==> src/rtl/fifo_stream_reader.sv <==
// Read-side controller for a synchronous FIFO: issues rd_en, absorbs the one-cycle read latency
// through a skid buffer and presents words on a valid/ready stream. Optional FIFO_RD_CHECKSUM_EN adds a checksum port.
module fifo_stream_reader #(
    parameter int DATA_W        = 8,
    parameter int SKID_DEPTH    = 4,
    parameter int START_ON_FULL = 1,
    parameter int CNT_W         = 16
) (
    input  logic              clk,
    input  logic              rst,
    input  logic              fifo_empty,
    input  logic              fifo_full,
    input  logic [DATA_W-1:0] fifo_data,
    output logic              fifo_rd_en,
    input  logic              flush,
    output logic              m_valid,
    input  logic              m_ready,
    output logic [DATA_W-1:0] m_data,
    output logic              busy,
    output logic [CNT_W-1:0]  rd_count
`ifdef FIFO_RD_CHECKSUM_EN
    ,
    output logic [DATA_W-1:0] checksum
`endif
);

    localparam int PTR_W = (SKID_DEPTH > 1) ? $clog2(SKID_DEPTH) : 1;
    localparam int OCC_W = $clog2(SKID_DEPTH + 1) + 1;
    localparam bit AUTO_START = (START_ON_FULL == 0);

    typedef enum logic {
        IDLE  = 1'b0,
        DRAIN = 1'b1
    } state_t;

    state_t             state;
    logic               vld_p1;
    logic [OCC_W-1:0]   buf_cnt;
    logic [OCC_W-1:0]   occ;
    logic [OCC_W-1:0]   cnt_after_pop;
    logic [OCC_W-1:0]   buf_cnt_nxt;
    logic [PTR_W-1:0]   head;
    logic [PTR_W-1:0]   tail;
    logic [DATA_W-1:0]  mem [SKID_DEPTH];
    logic               cap;
    logic               pop;

    function automatic logic [PTR_W-1:0] ptr_inc(input logic [PTR_W-1:0] p);
        return (p == PTR_W'(SKID_DEPTH - 1)) ? '0 : p + PTR_W'(1);
    endfunction

    // Reads in flight count against capacity so a late-arriving word always has a slot.
    assign occ           = buf_cnt + OCC_W'(vld_p1);
    assign cap           = vld_p1;
    assign pop           = m_valid && m_ready;
    assign cnt_after_pop = buf_cnt - OCC_W'(pop);
    assign buf_cnt_nxt   = cnt_after_pop + OCC_W'(cap);

    assign fifo_rd_en = rst && (state == DRAIN) && !fifo_empty && (occ < OCC_W'(SKID_DEPTH));
    assign busy       = (state != IDLE) || (buf_cnt != '0) || vld_p1;

    // Stage p0 -> p1: read issue and drain control
    always_ff @(posedge clk) begin
        if (!rst) begin
            state    <= IDLE;
            vld_p1   <= 1'b0;
            buf_cnt  <= '0;
            head     <= '0;
            tail     <= '0;
            m_valid  <= 1'b0;
            m_data   <= '0;
            rd_count <= '0;
`ifdef FIFO_RD_CHECKSUM_EN
            checksum <= '0;
`endif
        end else begin
            case (state)
                IDLE: begin
                    if ((fifo_full || flush || AUTO_START) && !fifo_empty)
                        state <= DRAIN;
                end
                DRAIN: begin
                    if (fifo_empty && !flush && !AUTO_START)
                        state <= IDLE;
                end
                default: state <= IDLE;
            endcase

            vld_p1  <= fifo_rd_en;
            buf_cnt <= buf_cnt_nxt;
            m_valid <= (buf_cnt_nxt != '0);

            if (cap)
                tail <= ptr_inc(tail);

            if (pop) begin
                head     <= ptr_inc(head);
                rd_count <= rd_count + CNT_W'(1);
`ifdef FIFO_RD_CHECKSUM_EN
                checksum <= checksum + m_data;
`endif
            end

            // Stage p1 -> p2: the output register always mirrors the buffer head
            if (cap && (cnt_after_pop == '0))
                m_data <= fifo_data;
            else if (pop && (buf_cnt > OCC_W'(1)))
                m_data <= mem[ptr_inc(head)];
        end
    end

    always_ff @(posedge clk) begin
        if (cap)
            mem[tail] <= fifo_data;
    end

endmodule

==> config.mk <==
export PLATFORM = sky130hd
export DESIGN_NAME = fifo_stream_reader
export DESIGN_NICKNAME = d
export VERILOG_FILES = /design/src/rtl/fifo_stream_reader.sv
export SDC_FILE = /design/constraint.sdc
export NUM_CORES = 1
export LEC_CHECK = 0
export BUFFER_PORTS_ARGS = -buffer_cell sky130_fd_sc_hd__buf_2
export CORE_MARGIN = 1
export CORE_UTILIZATION = 51
export CTS_CLUSTER_SIZE = 16
export DETAILED_ROUTE_END_ITERATION = 10
export PLACE_DENSITY = 0.75
export SYNTH_ARGS = -nofsm -noshare
export SYNTH_HDL_FRONTEND = slang
export SYNTH_SLANG_ARGS = --single-unit
==> constraint.sdc <==
create_clock -name clk -period 2.15 [get_ports clk]
set_input_delay 0.1075 -clock clk [delete_from_list [all_inputs] [get_ports clk]]
set_output_delay 0.1075 -clock clk [all_outputs]
set_load 0.01 [all_outputs]
### After elaboration in Yosys (flattened, before gate mapping)

Memory sizes are Yosys's and may differ from the RTL's.
Index checks and enable logic that the tools add are counted.

* flip-flop bits (word level): 35
* memory bits (writable): 32
* memories kept: 1

Memory list
* mem: depth 4, width 8, read ports 1, clocked after Yosys merged registers in 0, write ports 1, line 44 `logic [DATA_W-1:0] mem [SKID_DEPTH];`

* $add $sub $neg: 6
* $lt $le $gt $ge: 2
* equal/unequal tests: 2
* multiplexer cells: 9
* bitwise operators: 1
* reductions and logical operators: 17

Operators by type and width (count)
* adder 16 x 1 -> 16 bit, second input constant: 1
* two-way mux 8 bit: 2
* adder 4 x 1 -> 4 bit: 2
* logical AND 1 bit: 8
* nonzero test 4 bit: 2
* adder 2 x 1 -> 2 bit, second input constant: 2
* == test 2 bit, second input constant: 2
* > comparator 4 x 1 -> 1 bit, second input constant: 1
* logical NOT 4 bit: 1
* < comparator 4 x 3 -> 1 bit, second input constant: 1
* two-way mux 1 bit: 4
* two-way mux 2 bit: 2
* subtractor 4 x 1 -> 4 bit: 1
* logical OR 1 bit: 3
* logical NOT 1 bit: 2
* one-hot mux 1 bit (2 select lines): 1
* nonzero test 2 bit: 1
* inverter 1 bit: 1

### Longest topological paths before layout

* depth in word-level cells: 5
* gate-level depth with buffers: 9
* gate-level depth less buffers: 8

### Worst setup path before layout

No wires, ideal clock.

* kind: flip-flop to flip-flop
* from: register m_valid
* to: register m_data[0]
* arrival: 2149 ps
* path slack: -90 ps
* stages on the path, launching flop included: 9
* buffers on the path: 0
* cells stage by stage: dfxtp_1 > nand2_1 > inv_1 > ha_1 > ha_1 > xor2_2 > o31ai_2 > a221o_2 > a311oi_1

* word-level cells in the longest chain between the ends: 5
* elaborated cells between the ends (all ways): 7
* classes of those cells: 1 x add/sub; 1 x mux; 5 x reduce/logical

RTL lines
* start: declaration: line 16 `output logic m_valid,`
* start signal: assignment: line 91 `m_valid <= (buf_cnt_nxt != '0);`
* logical AND 1 bit (*): line 55 `assign pop = m_valid && m_ready;`
* named net pop: line 46 `logic pop;`
* subtractor 4 x 1 -> 4 bit: line 56 `assign cnt_after_pop = buf_cnt - OCC_W'(pop);`
* logical NOT 4 bit: line 105 `if (cap && (cnt_after_pop == '0))`
* logical AND 1 bit: line 105
* two-way mux 8 bit / nonzero test 2 bit (equally long branches)
* end signal: assignment: line 106 `m_data <= fifo_data;`
* end signal: assignment: line 108 `m_data <= mem[ptr_inc(head)];`
* end: declaration: line 18 `output logic [DATA_W-1:0] m_data,`

Mark *: on every way through the listed nets, which the timed path passes. The rest lies on a longest branch.
A chain may end at the register's enable or synchronous reset.

### Final worst setup path

* from: register m_valid
* to: register m_data[1]

The elaborated chain is that of the path after synthesis.

==> impl_metrics.yaml <==
status:
  outcome: "completed"
detailed_routing:
  vias: 2102
  finalWirelength_um: 5740
  wire_per_inst_um: 14.9
  drtAntennaViolNets: 0
  drcViolationCount: 0
  drtPass1Iterations: 4
  routed_via_density: 5.45
  first_iter_violations: 96
setup_path:
  crit_buf_inv: 1
  worstPathMaxFanout: 8
  r2r-start: "m_valid"
  path_depth: 8
  crit_path_cell_trace: "nand2_2 -> inv_2 -> ha_1 -> ha_2 -> xor2_4 -> o31ai_4 -> a221o_2 -> a311oi_1"
  rrSetupSlack_ns: 0.14
  crit_end: "m_data[1]"
  reg2regPathDepth: 8
  cp.arrival_ns: 2.26
  critPathSlowestCell: "a221o_2"
  slowest_delay_ns: 0.45
  timing.rr.end: "m_data[1]"
  cp-startpoint: "m_valid"
  crit_type: "reg -> reg"
  startpoint_type: "flop"
  endpoint_kind: "flop"
  crit_required_ns: 2.40
  critical-path-top-delay-family: "compound AO/OA/AOI/OAI gates"
timing:
  setup-tns-final_ns: 0
  tightest_slew_ns: 0.568
  slew_viol_final: 0
  finalWorstSetupSlack_ns: 0.136
  rsz0062_at_grt: "no"
  setup_viol: 0
  relSlewSlack: 0.618
  skew_ns: 0.00687
  hold_viol: 0
  period_minus_slack_ns: 2.01
  fmax_mhz: 497
  timing.final.crit_share: 0.937
job:
  drv_cap: 0
power_and_ir_drop:
  irDropWorstVdd_uv: 441
  power_density_nw_per_um2: 943
  comb_power_share: 0.252
  netSwitchingFraction: 0.306
  pwr-share-clk: 0.306
  pwr-share-seq: 0.443
  p_switching_uw: 1050
  p_int_uw: 2380
  leakagePower_uw: 0.00145
die:
  dieArea_um2: 6300
  fp.dieW_um: 79.4
  dieHeight_um: 79.4
  rows: 27
  core_area_um2: 5640
  ios: 41
  start_util: 0.541
finish:
  fin_cells: 386
  final_cell_mix: "buf_2, dfxtp_1, edfxtp_1"
  final_common_cell: "buf_2"
  n_antenna_cell: 0
  fin_nets: 333
  area_growth_pct: 19.3
  postLayoutCellArea_um2: 3640
  fin_util: 0.645
  layout-drive-gt1-share: 0.277
global_route:
  grt-ovfl-total: 0
  grt_busiest_layer: "met2"
  grt_use_met3: 0.0678
  grt_pass1_vias: 2058
  grt_pass1_wl_um: 9410
  grt_usage: 0.205
  met2_usage: 0.360
  antenna_found_initial: 0
  met1_usage: 0.226
  grt_max_degree: 29
clock_network:
  clkLatencyLatePin_ns: 0.34
  cts_buffers: 9
  root_buffer: "clkbuf_8"
  clk_pin_slew_ns: 0.08
  cts_htree_levels: 3
  cts_buffer_depth: 2
  clock_sinks: 67
  cts_tree: "yes"
yosys:
  syn_inst: 253
  yosysTopAreaCellShare: 0.315
  synthesis.nets: 277
  avgSynthCellArea_um2: 12.1
  synth_edf_count: 32
  ys_seq_elements: 67
  yosysWarnings: 0
  synthArstFlopShare: 0
  ys_seq_area_frac: 0.544
  synth_largest_area_cell: "edfxtp_1"
  ys.flop_type: "dfxtp_1"
  netlist_area_um2: 3050
  ys_top_cells_by_area: "edfxtp_1, dfxtp_1, mux4_1, ha_1, xor2_1"
  yosysUniqueCellTypes: 41
hold_path:
  worstHoldStart: "fifo_data[1]"
  hold_depth: 1
  hp-class: "in -> reg"
place:
  port_buffers: 40
  dpl_cell_area_um2: 3340
  dp_cells: 362
  pre_cts_slack_ns: 0.0550
  dp_hpwl_um: 4090
  gp_congestion: 0.737
==> worst register-to-register path, cell delays in order (launching register included) <==
cell	delay, ns
dfxtp_2	0.37
nand2_2	0.07
inv_2	0.05
ha_1	0.19
ha_2	0.24
xor2_4	0.22
o31ai_4	0.10
a221o_2	0.45
a311oi_1	0.23
==> registers in the layout, indices dropped and copies added, names as in the netlist <==
signal and count:
m_data 8, head 2, buf_cnt 4, mem 32, rd_count 16, cap 1
state 1, tail 2, m_valid 1
==> timing repair <==
item,CTS,global route
setup buffers,0,1
endpoints found under the hold margin,28,0
setup endpoints to repair,0,8
resized for setup,0,4
hold buffers,7,0
==> area by class of cell <==
cell class / count / area, um2
Clock buffer: 10 / 128
Fill cell: 421 / 2000
Sequential cell: 67 / 1660
Timing Repair Buffer: 56 / 342
Inverter: 10 / 37.5
Multi-Input combinational cell: 165 / 1310
Tap cell: 72 / 90.1
Clock inverter: 6 / 72.6
==> how the worst min path moves through the flow <==
stage                endpoint
floorplan           mem[0][0]
global placement    mem[1][3]
detailed placement  mem[1][3]
CTS                 mem[2][1]
global route        mem[2][1]
finish              mem[2][1]
==> Yosys cell counts, types with 8 or more instances <==
cell / instances
a211oi_1: 8
a311oi_1: 8
and2_1: 10
dfxtp_1: 35
edfxtp_1: 32
ha_1: 10
inv_1: 9
nand2_1: 11
nand3_1: 16
nor2_1: 20
o21ai_0: 12
xor2_1: 10
==> stage by stage <==
stage | hold slack [ns] | power [uW]
3_5_place_dp | 0.345 | 2360
4_1_cts | 0.00549 | 3430
6_report | 0.0264 | 3430
5_1_grt | 0.0155 | 3640
2_1_floorplan | 0.206 | 2130
3_3_place_gp | 0.345 | 2340
==> cells by family (layout without fill, tap and decap cells) <==
| group | count (synthesis) | count (layout) | share of synthesized area |
|---|---|---|---|
| buffers and inverters | 21 | 82 | 0.0365 |
| DFF | 67 | 67 | 0.544 |
| AOI/OAI and AO/OA | 42 | 42 | 0.100 |
| muxes | 10 | 10 | 0.0718 |
| and+or+nand+nor | 87 | 87 | 0.157 |
| xor gates and xnor gates | 16 | 16 | 0.0484 |
| adders and majority gates | 10 | 10 | 0.0410 |
==> power groups by stage <==
stage          clock, uW  sequential, uW  combinational, uW
2_1_floorplan          0            1540                590
3_3_place_gp           0            1540                804
3_5_place_dp           0            1540                817
4_1_cts             1080            1520                832
5_1_grt             1140            1530                964
6_report            1050            1520                864
==> routing by layer <==
layer / vias up / routed length, um
met2: 52 / 2910
met4: 0 / 66
li1: 1052 / -
met3: 7 / 296
met5: - / 0
met1: 991 / 2470
Note: power is estimated with default switching activity, not from simulation.
